File: src/rtl/vram_pkg.sv
// Shared definitions for the VRAM arbiter: FSM state encoding, bus owner
// codes and default bus widths.
package vram_pkg;

   localparam int DEF_ADDR_WIDTH = 16;
   localparam int DEF_DATA_WIDTH = 16;

   typedef enum logic [1:0] {
      IDLE   = 2'd0,
      ACCESS = 2'd1,
      DONE   = 2'd2
   } state_e;

   typedef enum logic {
      OWN_MPU = 1'b0,
      OWN_REN = 1'b1
   } owner_e;

endpackage

File: src/rtl/vram_arbiter_if.sv
// Bundle of the requester handshakes, blanking flags and VRAM pin signals
// around the arbiter. The slave modport is the arbiter's view; the master
// modport is the surrounding system (MPU, renderer, display timing, pins).
interface vram_arbiter_if
   import vram_pkg::*;
#(
   parameter int ADDR_WIDTH = DEF_ADDR_WIDTH,
   parameter int DATA_WIDTH = DEF_DATA_WIDTH
);

   logic                  hblank;
   logic                  vblank;

   logic                  mpu_req;
   logic                  mpu_wr;
   logic [1:0]            mpu_be;
   logic [ADDR_WIDTH-1:0] mpu_addr;
   logic [DATA_WIDTH-1:0] mpu_wdata;
   logic                  mpu_ack;
   logic [DATA_WIDTH-1:0] mpu_rdata;

   logic                  ren_req;
   logic [ADDR_WIDTH-1:0] ren_addr;
   logic                  ren_ack;
   logic [DATA_WIDTH-1:0] ren_rdata;

   logic                  _vram_en;
   logic                  _vram_rd;
   logic                  _vram_wr;
   logic [1:0]            _vram_be;
   logic [ADDR_WIDTH-1:0] vram_addr;
   logic [DATA_WIDTH-1:0] vram_data_out;
   logic                  vram_data_oe;
   logic [DATA_WIDTH-1:0] vram_data_in;

   modport slave (
      input  hblank, vblank,
      input  mpu_req, mpu_wr, mpu_be, mpu_addr, mpu_wdata,
      output mpu_ack, mpu_rdata,
      input  ren_req, ren_addr,
      output ren_ack, ren_rdata,
      output _vram_en, _vram_rd, _vram_wr, _vram_be,
      output vram_addr, vram_data_out, vram_data_oe,
      input  vram_data_in
   );

   modport master (
      output hblank, vblank,
      output mpu_req, mpu_wr, mpu_be, mpu_addr, mpu_wdata,
      input  mpu_ack, mpu_rdata,
      output ren_req, ren_addr,
      input  ren_ack, ren_rdata,
      input  _vram_en, _vram_rd, _vram_wr, _vram_be,
      input  vram_addr, vram_data_out, vram_data_oe,
      output vram_data_in
   );

endinterface

File: src/rtl/vram_arb_priority.sv
// Grant decision for the VRAM arbiter. The renderer wins contention during
// active display, the MPU wins during blanking. With VRAM_ARB_STARVE_GUARD_EN
// defined, a saturating wait counter forces an MPU win after STARVE_LIMIT
// contended renderer grants.
module vram_arb_priority
   import vram_pkg::*;
#(
   parameter int STARVE_LIMIT = 8
)
(
   input  logic   clk,
   input  logic   reset,
   input  logic   arb_en_i,
   input  logic   mpu_req_i,
   input  logic   ren_req_i,
   input  logic   hblank_i,
   input  logic   vblank_i,
   output logic   grant_o,
   output owner_e owner_o
);

   logic guard_trip;

`ifdef VRAM_ARB_STARVE_GUARD_EN
   localparam int                WAIT_W   = $clog2(STARVE_LIMIT + 1);
   localparam logic [WAIT_W-1:0] WAIT_MAX = WAIT_W'(STARVE_LIMIT);

   logic [WAIT_W-1:0] wait_q;
   logic [WAIT_W-1:0] wait_d;

   // Charge the MPU's wait on each renderer win it lost, clear it on MPU wins.
   always_comb begin
      // NOTE: every variable written in always_comb gets a default first so no latch is inferred.
      wait_d = wait_q;
      if (grant_o) begin
         if (owner_o == OWN_MPU) begin
            wait_d = '0;
         end else if (mpu_req_i && (wait_q != WAIT_MAX)) begin
            wait_d = wait_q + 1'b1;
         end
      end
   end

   // Wait counter register.
   always_ff @(posedge clk or posedge reset) begin
      // NOTE: sequential state uses non-blocking assignments so all registers update together.
      if (reset) begin
         wait_q <= '0;
      end else begin
         wait_q <= wait_d;
      end
   end

   assign guard_trip = (wait_q == WAIT_MAX);
`else
   logic unused_guard;
   assign unused_guard = ^{clk, reset};
   assign guard_trip   = 1'b0;
`endif

   // Pick the winner of the current IDLE cycle.
   always_comb begin
      grant_o = arb_en_i & (mpu_req_i | ren_req_i);
      owner_o = OWN_MPU;
      if (ren_req_i && !mpu_req_i) begin
         owner_o = OWN_REN;
      end else if (ren_req_i && mpu_req_i && !guard_trip && !hblank_i && !vblank_i) begin
         owner_o = OWN_REN;
      end
   end

endmodule

File: src/rtl/vram_arbiter.sv
// VRAM arbiter: shares the single external VRAM port between the MPU and
// the renderer. Each grant runs one fixed-length access (ACCESS_CYCLES
// cycles of strobes) followed by a turnaround cycle that pulses the
// winner's ack. All outputs are registered.
// Optional feature: VRAM_ARB_STARVE_GUARD_EN enables the MPU starvation
// guard inside vram_arb_priority.
// The interface instance must be built with the same ADDR_WIDTH/DATA_WIDTH.
module vram_arbiter
   import vram_pkg::*;
#(
   parameter int ADDR_WIDTH    = DEF_ADDR_WIDTH,
   parameter int DATA_WIDTH    = DEF_DATA_WIDTH,
   parameter int ACCESS_CYCLES = 2,
   parameter int STARVE_LIMIT  = 8
)
(
   input logic           clk,
   input logic           reset,
   vram_arbiter_if.slave bus
);

   localparam int               CNT_W    = $clog2(ACCESS_CYCLES + 1);
   localparam logic [CNT_W-1:0] CNT_LAST = CNT_W'(ACCESS_CYCLES);

   state_e                state_q;
   owner_e                owner_q;
   logic [CNT_W-1:0]      cnt_q;

   logic                  vram_en_n_q;
   logic                  vram_rd_n_q;
   logic                  vram_wr_n_q;
   logic [1:0]            vram_be_n_q;
   logic [ADDR_WIDTH-1:0] vram_addr_q;
   logic [DATA_WIDTH-1:0] vram_data_out_q;
   logic                  vram_data_oe_q;

   logic                  mpu_ack_q;
   logic                  ren_ack_q;
   logic [DATA_WIDTH-1:0] mpu_rdata_q;
   logic [DATA_WIDTH-1:0] ren_rdata_q;

   logic                  grant;
   owner_e                grant_owner;

   vram_arb_priority #(
      .STARVE_LIMIT (STARVE_LIMIT)
   ) u_priority (
      .clk       (clk),
      .reset     (reset),
      .arb_en_i  (state_q == IDLE),
      .mpu_req_i (bus.mpu_req),
      .ren_req_i (bus.ren_req),
      .hblank_i  (bus.hblank),
      .vblank_i  (bus.vblank),
      .grant_o   (grant),
      .owner_o   (grant_owner)
   );

   // Access FSM: latch the winner's command onto the bus registers at grant,
   // hold strobes through ACCESS, release the bus and pulse ack in DONE.
   always_ff @(posedge clk or posedge reset) begin
      if (reset) begin
         state_q         <= IDLE;
         owner_q         <= OWN_MPU;
         cnt_q           <= '0;
         vram_en_n_q     <= 1'b1;
         vram_rd_n_q     <= 1'b1;
         vram_wr_n_q     <= 1'b1;
         vram_be_n_q     <= 2'b11;
         vram_addr_q     <= '0;
         vram_data_out_q <= '0;
         vram_data_oe_q  <= 1'b0;
         mpu_ack_q       <= 1'b0;
         ren_ack_q       <= 1'b0;
         mpu_rdata_q     <= '0;
         ren_rdata_q     <= '0;
      end else begin
         mpu_ack_q <= 1'b0;
         ren_ack_q <= 1'b0;
         case (state_q)
            IDLE: begin
               if (grant) begin
                  state_q     <= ACCESS;
                  owner_q     <= grant_owner;
                  cnt_q       <= CNT_W'(1);
                  vram_en_n_q <= 1'b0;
                  if (grant_owner == OWN_MPU) begin
                     vram_addr_q     <= bus.mpu_addr;
                     vram_be_n_q     <= ~bus.mpu_be;
                     vram_rd_n_q     <= bus.mpu_wr;
                     vram_wr_n_q     <= ~bus.mpu_wr;
                     vram_data_oe_q  <= bus.mpu_wr;
                     vram_data_out_q <= bus.mpu_wdata;
                  end else begin
                     vram_addr_q    <= bus.ren_addr;
                     vram_be_n_q    <= 2'b00;
                     vram_rd_n_q    <= 1'b0;
                     vram_wr_n_q    <= 1'b1;
                     vram_data_oe_q <= 1'b0;
                  end
               end
            end

            ACCESS: begin
               if (cnt_q == CNT_LAST) begin
                  state_q        <= DONE;
                  vram_en_n_q    <= 1'b1;
                  vram_rd_n_q    <= 1'b1;
                  vram_wr_n_q    <= 1'b1;
                  vram_be_n_q    <= 2'b11;
                  vram_data_oe_q <= 1'b0;
                  if (owner_q == OWN_MPU) begin
                     mpu_ack_q <= 1'b1;
                     if (!vram_rd_n_q) mpu_rdata_q <= bus.vram_data_in;
                  end else begin
                     ren_ack_q <= 1'b1;
                     if (!vram_rd_n_q) ren_rdata_q <= bus.vram_data_in;
                  end
               end else begin
                  cnt_q <= cnt_q + 1'b1;
               end
            end

            DONE: begin
               state_q <= IDLE;
            end

            default: begin
               state_q <= IDLE;
            end
         endcase
      end
   end

   assign bus._vram_en      = vram_en_n_q;
   assign bus._vram_rd      = vram_rd_n_q;
   assign bus._vram_wr      = vram_wr_n_q;
   assign bus._vram_be      = vram_be_n_q;
   assign bus.vram_addr     = vram_addr_q;
   assign bus.vram_data_out = vram_data_out_q;
   assign bus.vram_data_oe  = vram_data_oe_q;
   assign bus.mpu_ack       = mpu_ack_q;
   assign bus.mpu_rdata     = mpu_rdata_q;
   assign bus.ren_ack       = ren_ack_q;
   assign bus.ren_rdata     = ren_rdata_q;

endmodule
File: src/flat_wrapper.sv
// flat-port wrapper written by rule: the top's interface ports become plain ports
module vram_arbiter_flat import vram_pkg::*;
#(
   parameter int ADDR_WIDTH    = DEF_ADDR_WIDTH,
   parameter int DATA_WIDTH    = DEF_DATA_WIDTH,
   parameter int ACCESS_CYCLES = 2,
   parameter int STARVE_LIMIT  = 8
)
  (clk, reset, bus_hblank, bus_vblank, bus_mpu_req, bus_mpu_wr, bus_mpu_be, bus_mpu_addr, bus_mpu_wdata, bus_mpu_ack, bus_mpu_rdata, bus_ren_req, bus_ren_addr, bus_ren_ack, bus_ren_rdata, bus__vram_en, bus__vram_rd, bus__vram_wr, bus__vram_be, bus_vram_addr, bus_vram_data_out, bus_vram_data_oe, bus_vram_data_in);
  vram_arbiter_if #(.ADDR_WIDTH(ADDR_WIDTH), .DATA_WIDTH(DATA_WIDTH)) bus_i ();
  input logic clk;
  input logic reset;
  input wire logic [$bits(bus_i.hblank)-1:0] bus_hblank;
  input wire logic [$bits(bus_i.vblank)-1:0] bus_vblank;
  input wire logic [$bits(bus_i.mpu_req)-1:0] bus_mpu_req;
  input wire logic [$bits(bus_i.mpu_wr)-1:0] bus_mpu_wr;
  input wire logic [$bits(bus_i.mpu_be)-1:0] bus_mpu_be;
  input wire logic [$bits(bus_i.mpu_addr)-1:0] bus_mpu_addr;
  input wire logic [$bits(bus_i.mpu_wdata)-1:0] bus_mpu_wdata;
  output wire logic [$bits(bus_i.mpu_ack)-1:0] bus_mpu_ack;
  output wire logic [$bits(bus_i.mpu_rdata)-1:0] bus_mpu_rdata;
  input wire logic [$bits(bus_i.ren_req)-1:0] bus_ren_req;
  input wire logic [$bits(bus_i.ren_addr)-1:0] bus_ren_addr;
  output wire logic [$bits(bus_i.ren_ack)-1:0] bus_ren_ack;
  output wire logic [$bits(bus_i.ren_rdata)-1:0] bus_ren_rdata;
  output wire logic [$bits(bus_i._vram_en)-1:0] bus__vram_en;
  output wire logic [$bits(bus_i._vram_rd)-1:0] bus__vram_rd;
  output wire logic [$bits(bus_i._vram_wr)-1:0] bus__vram_wr;
  output wire logic [$bits(bus_i._vram_be)-1:0] bus__vram_be;
  output wire logic [$bits(bus_i.vram_addr)-1:0] bus_vram_addr;
  output wire logic [$bits(bus_i.vram_data_out)-1:0] bus_vram_data_out;
  output wire logic [$bits(bus_i.vram_data_oe)-1:0] bus_vram_data_oe;
  input wire logic [$bits(bus_i.vram_data_in)-1:0] bus_vram_data_in;
  assign bus_i.hblank = bus_hblank;
  assign bus_i.vblank = bus_vblank;
  assign bus_i.mpu_req = bus_mpu_req;
  assign bus_i.mpu_wr = bus_mpu_wr;
  assign bus_i.mpu_be = bus_mpu_be;
  assign bus_i.mpu_addr = bus_mpu_addr;
  assign bus_i.mpu_wdata = bus_mpu_wdata;
  assign bus_mpu_ack = bus_i.mpu_ack;
  assign bus_mpu_rdata = bus_i.mpu_rdata;
  assign bus_i.ren_req = bus_ren_req;
  assign bus_i.ren_addr = bus_ren_addr;
  assign bus_ren_ack = bus_i.ren_ack;
  assign bus_ren_rdata = bus_i.ren_rdata;
  assign bus__vram_en = bus_i._vram_en;
  assign bus__vram_rd = bus_i._vram_rd;
  assign bus__vram_wr = bus_i._vram_wr;
  assign bus__vram_be = bus_i._vram_be;
  assign bus_vram_addr = bus_i.vram_addr;
  assign bus_vram_data_out = bus_i.vram_data_out;
  assign bus_vram_data_oe = bus_i.vram_data_oe;
  assign bus_i.vram_data_in = bus_vram_data_in;
  vram_arbiter #(.ADDR_WIDTH(ADDR_WIDTH), .DATA_WIDTH(DATA_WIDTH), .ACCESS_CYCLES(ACCESS_CYCLES), .STARVE_LIMIT(STARVE_LIMIT)) u_core (.clk(clk), .reset(reset), .bus(bus_i));
endmodule
File: config.mk
export PLATFORM = sky130hd
export DESIGN_NAME = vram_arbiter_flat
export DESIGN_NICKNAME = d
export VERILOG_FILES = /design/src/rtl/vram_pkg.sv /design/src/rtl/vram_arbiter_if.sv /design/src/rtl/vram_arb_priority.sv /design/src/rtl/vram_arbiter.sv /design/src/flat_wrapper.sv
export SDC_FILE = /design/constraint.sdc
export NUM_CORES = 1
export LEC_CHECK = 0
export ABC_AREA = 1
export CORE_MARGIN = 2
export CORE_UTILIZATION = 42
export CTS_CLUSTER_DIAMETER = 200
export DETAILED_ROUTE_END_ITERATION = 8
export GPL_ROUTABILITY_DRIVEN = 0
export PLACE_DENSITY = 0.91
export SLEW_MARGIN = 20
export SYNTH_ARGS = -nofsm -noshare
export SYNTH_HDL_FRONTEND = slang
export SYNTH_SLANG_ARGS = --single-unit
File: constraint.sdc
create_clock -name clk -period 3.7 [get_ports clk]
set_input_delay 0.925 -clock clk [delete_from_list [all_inputs] [get_ports clk]]
set_output_delay 0.925 -clock clk [all_outputs]
set_load 0.01 [all_outputs]
==> flow_metrics.py <==
metrics = {
    "sta": {
        "fmax_ghz": 0.4191,
        "worst_pin_slew_ps": 964.8,
        "slew_violations": 0,
        "setup_ws_ps": 1314,
        "rsz0062_at_grt": "false",
        "hold_ws_ps": 477.7,
        "finalHoldViolCount": 0,
        "slew-limit-headroom": 0.3552,
        "fin_crit_sh": 0.6449,
        "period_needed_ps": 2386,
        "setup_viol": 0,
        "fin_setup_tns_ps": 0,
        "fin_skew_ps": 13.89,
    },
    "job": {
        "drv_cap": 0,
    },
    "finish": {
        "antenna_cells": 0,
        "syn_to_final_growth_pct": 49.96,
        "fin_nets": 601,
        "drive_above_1_share": 0.09398,
        "finish.utilization": 0.6546,
    },
    "drt": {
        "num_vias": 3022,
        "dr.first_iter.drc_count": 183,
        "via_per_inst": 4.767,
        "ant_nets": 0,
        "dr.pass1.iters": 4,
        "drc": 0,
        "wl_per_cell_um": 13.34,
        "wl_mm": 8.460,
    },
    "cts": {
        "cts-resized-gates": 0,
        "cts_tree": "done",
        "postCtsHoldBufs": 0,
        "clk_latency_ps": 350,
        "clk_pin_slew_ps": 70,
        "cts_made_buffers": 9,
        "cts_sinks": 77,
        "cts-root-buf": "clkbuf_8",
        "cts_max_level": 3,
        "cts_max_path_buffers": 2,
        "cts_setup_buffers": 0,
    },
    "worst_setup_path": {
        "cp_slowest_stage_delay_ps": 560,
        "start_kind": "register",
        "worstReg2RegEnd": "u_core.bus.ren_rdata[2]",
        "crit_type": "reg -> out",
        "end_kind": "output port",
        "slowest_stage": "dfstp_2",
        "r2r_slack_ps": 1800,
        "cp_max_fo": 4,
        "cp_cell_sequence": "clkdlybuf4s50_1",
        "crit_buf_inv": 1,
        "r2r_start": "u_core.cnt_q[0]",
        "ff2ff_path_depth": 6,
        "critPathArrivalTime_ps": 1460,
        "cpLargestDelayFamily": "flip-flops",
        "required_ps": 2770,
        "critPathLaunch": "u_core.bus._vram_rd",
    },
    "floorplan": {
        "rows": 32,
        "fp.dieH_um": 93.85,
        "start_util": 0.4365,
        "dieWidth_um": 93.85,
        "die-area_sq_um": 8808,
        "boundaryPins": 145,
        "core-area_sq_um": 7767,
    },
    "placement": {
        "dp_hpwl_mm": 6.377,
        "dpl_worst_slack_ps": 968.4,
        "io_buffers": 144,
    },
    "pwr": {
        "peakVddDrop_uv": 379.4,
        "power.total_mw": 4.000,
        "p_leak_nw": 2.565,
        "power_density_nw_per_um2": 786.7,
    },
    "global_routing": {
        "grt_usage": 0.1997,
        "grt_pass1_vias": 2956,
        "antenna_found_initial": 0,
        "overflow": 0,
        "grt_pass1_wl_mm": 13.72,
        "grt_max_degree": 37,
    },
    "synth": {
        "ys_ff_latch": 77,
        "ys_types": 24,
        "syn_area_sq_um": 3391,
        "syn_area_per_cell_sq_um": 8.762,
        "yosys_warnings": 0,
        "seq_area_frac_synth": 0.5701,
        "syn-num-nets": 461,
        "syn_inst": 387,
    },
    "worst_hold_path": {
        "hold_path_depth": 2,
        "holdCritStartpoint": "u_core.bus._vram_en",
        "hold_end": "u_core.bus._vram_en",
        "hold_class": "reg -> reg",
    },
    "outcome": {
        "status": "finished, final reports clean",
    },
}
==> placed cells by master (no fill, tap or decap) <==
master	synthesis	layout
a21oi_1	3	3
buf_4	4	3
bufinv_16	0	2
clkbuf_1	1	1
clkbuf_8	0	11
clkdlybuf4s50_1	0	144
clkinv_2	1	4
dfrtp_1	72	72
dfstp_2	5	5
ha_1	1	1
inv_1	56	55
inv_2	1	1
inv_4	1	1
nand2_1	126	126
nand2_2	2	2
nand2_4	4	4
nand3_1	51	51
nand3b_1	1	1
nor2_1	5	5
nor2_2	2	2
o21a_1	1	1
o21ai_0	7	7
o21ai_1	15	15
o21ai_2	14	14
o21ai_4	1	1
==> area by class of cell <==
cell class                 instances  area (sq um)
tap                              102         127.6
clock buffer                      12         155.1
multi-input combinational        233          1109
timing repair buffer             147          1464
sequential                        77          1933
inverter                          59         226.5
fill                             645          2683
clock inverter                     4         70.07
==> through the flow <==
step,instances,area [sq um]
CTS,634,5085
detailed placement,618,4860
floorplan,387,3391
global route,634,5085
finish,634,5085
global placement,618,4860
==> flip-flops by register name, indices dropped and copies added (netlist names), 2 cells and up <==
| name | flops |
|---|---|
| u_core.bus.mpu_rdata | 16 |
| u_core.bus.ren_rdata | 16 |
| u_core.bus.vram_addr | 16 |
| u_core.bus.vram_data_out | 16 |
| u_core.bus._vram_be | 2 |
| u_core.cnt_q | 2 |
| u_core.state_q | 2 |
==> routing by layer <==
layer	part of all wire	track usage	up-vias
met3	0.061	0.04494	22
met1	0.42	0.2562	1412
met5	0	0	-
met4	0.027	0.09058	0
met2	0.49	0.3232	120
li1	-	-	1468
==> cell families (layout without fill, tap and decap cells) <==
family          after synthesis  in the layout  share of synthesized area
compound gates               41             41                    0.08007
fa+ha+maj                     1              1                   0.003689
buf+inv                      77            222                     0.1029
flops                        77             77                     0.5701
simple gates                191            191                     0.2432
==> Yosys cell counts, drive strengths merged <==
cell | count | area [sq um]
nand2 | 132 | 530.5
dfrtp | 72 | 1802
inv | 58 | 220.2
nand3 | 51 | 255.2
o21ai | 37 | 249.0
buf | 17 | 120.1
nor2 | 7 | 31.28
dfstp | 5 | 131.4
a21oi | 3 | 15.01
clkbuf | 1 | 3.750
clkinv | 1 | 5.000
ha | 1 | 12.51
nand3b | 1 | 7.510
o21a | 1 | 7.510
==> how the worst max path moves through the flow <==
stage | cells after the start | slack [ps] | endpoint
6_report | 1 | 1310 | bus__vram_rd
5_1_grt | 9 | 1170 | u_core.bus.vram_data_out[14]
4_1_cts | 1 | 1300 | bus__vram_rd
3_5_place_dp | 9 | 970 | u_core.bus.vram_data_out[12]
3_3_place_gp | 8 | 1030 | u_core.owner_q
2_1_floorplan | 1 | 820 | u_core.bus.mpu_ack
==> report_power, final <==
part	total (mW)	internal, mW	switching [mW]	leakage (nW)
clock network	0.711	0.415	0.296	0.116
logic	1.79	0.954	0.835	1.55
registers	1.50	1.26	0.237	0.903
total	4.00	2.63	1.37	2.57
(Power assumes the default switching activity.)
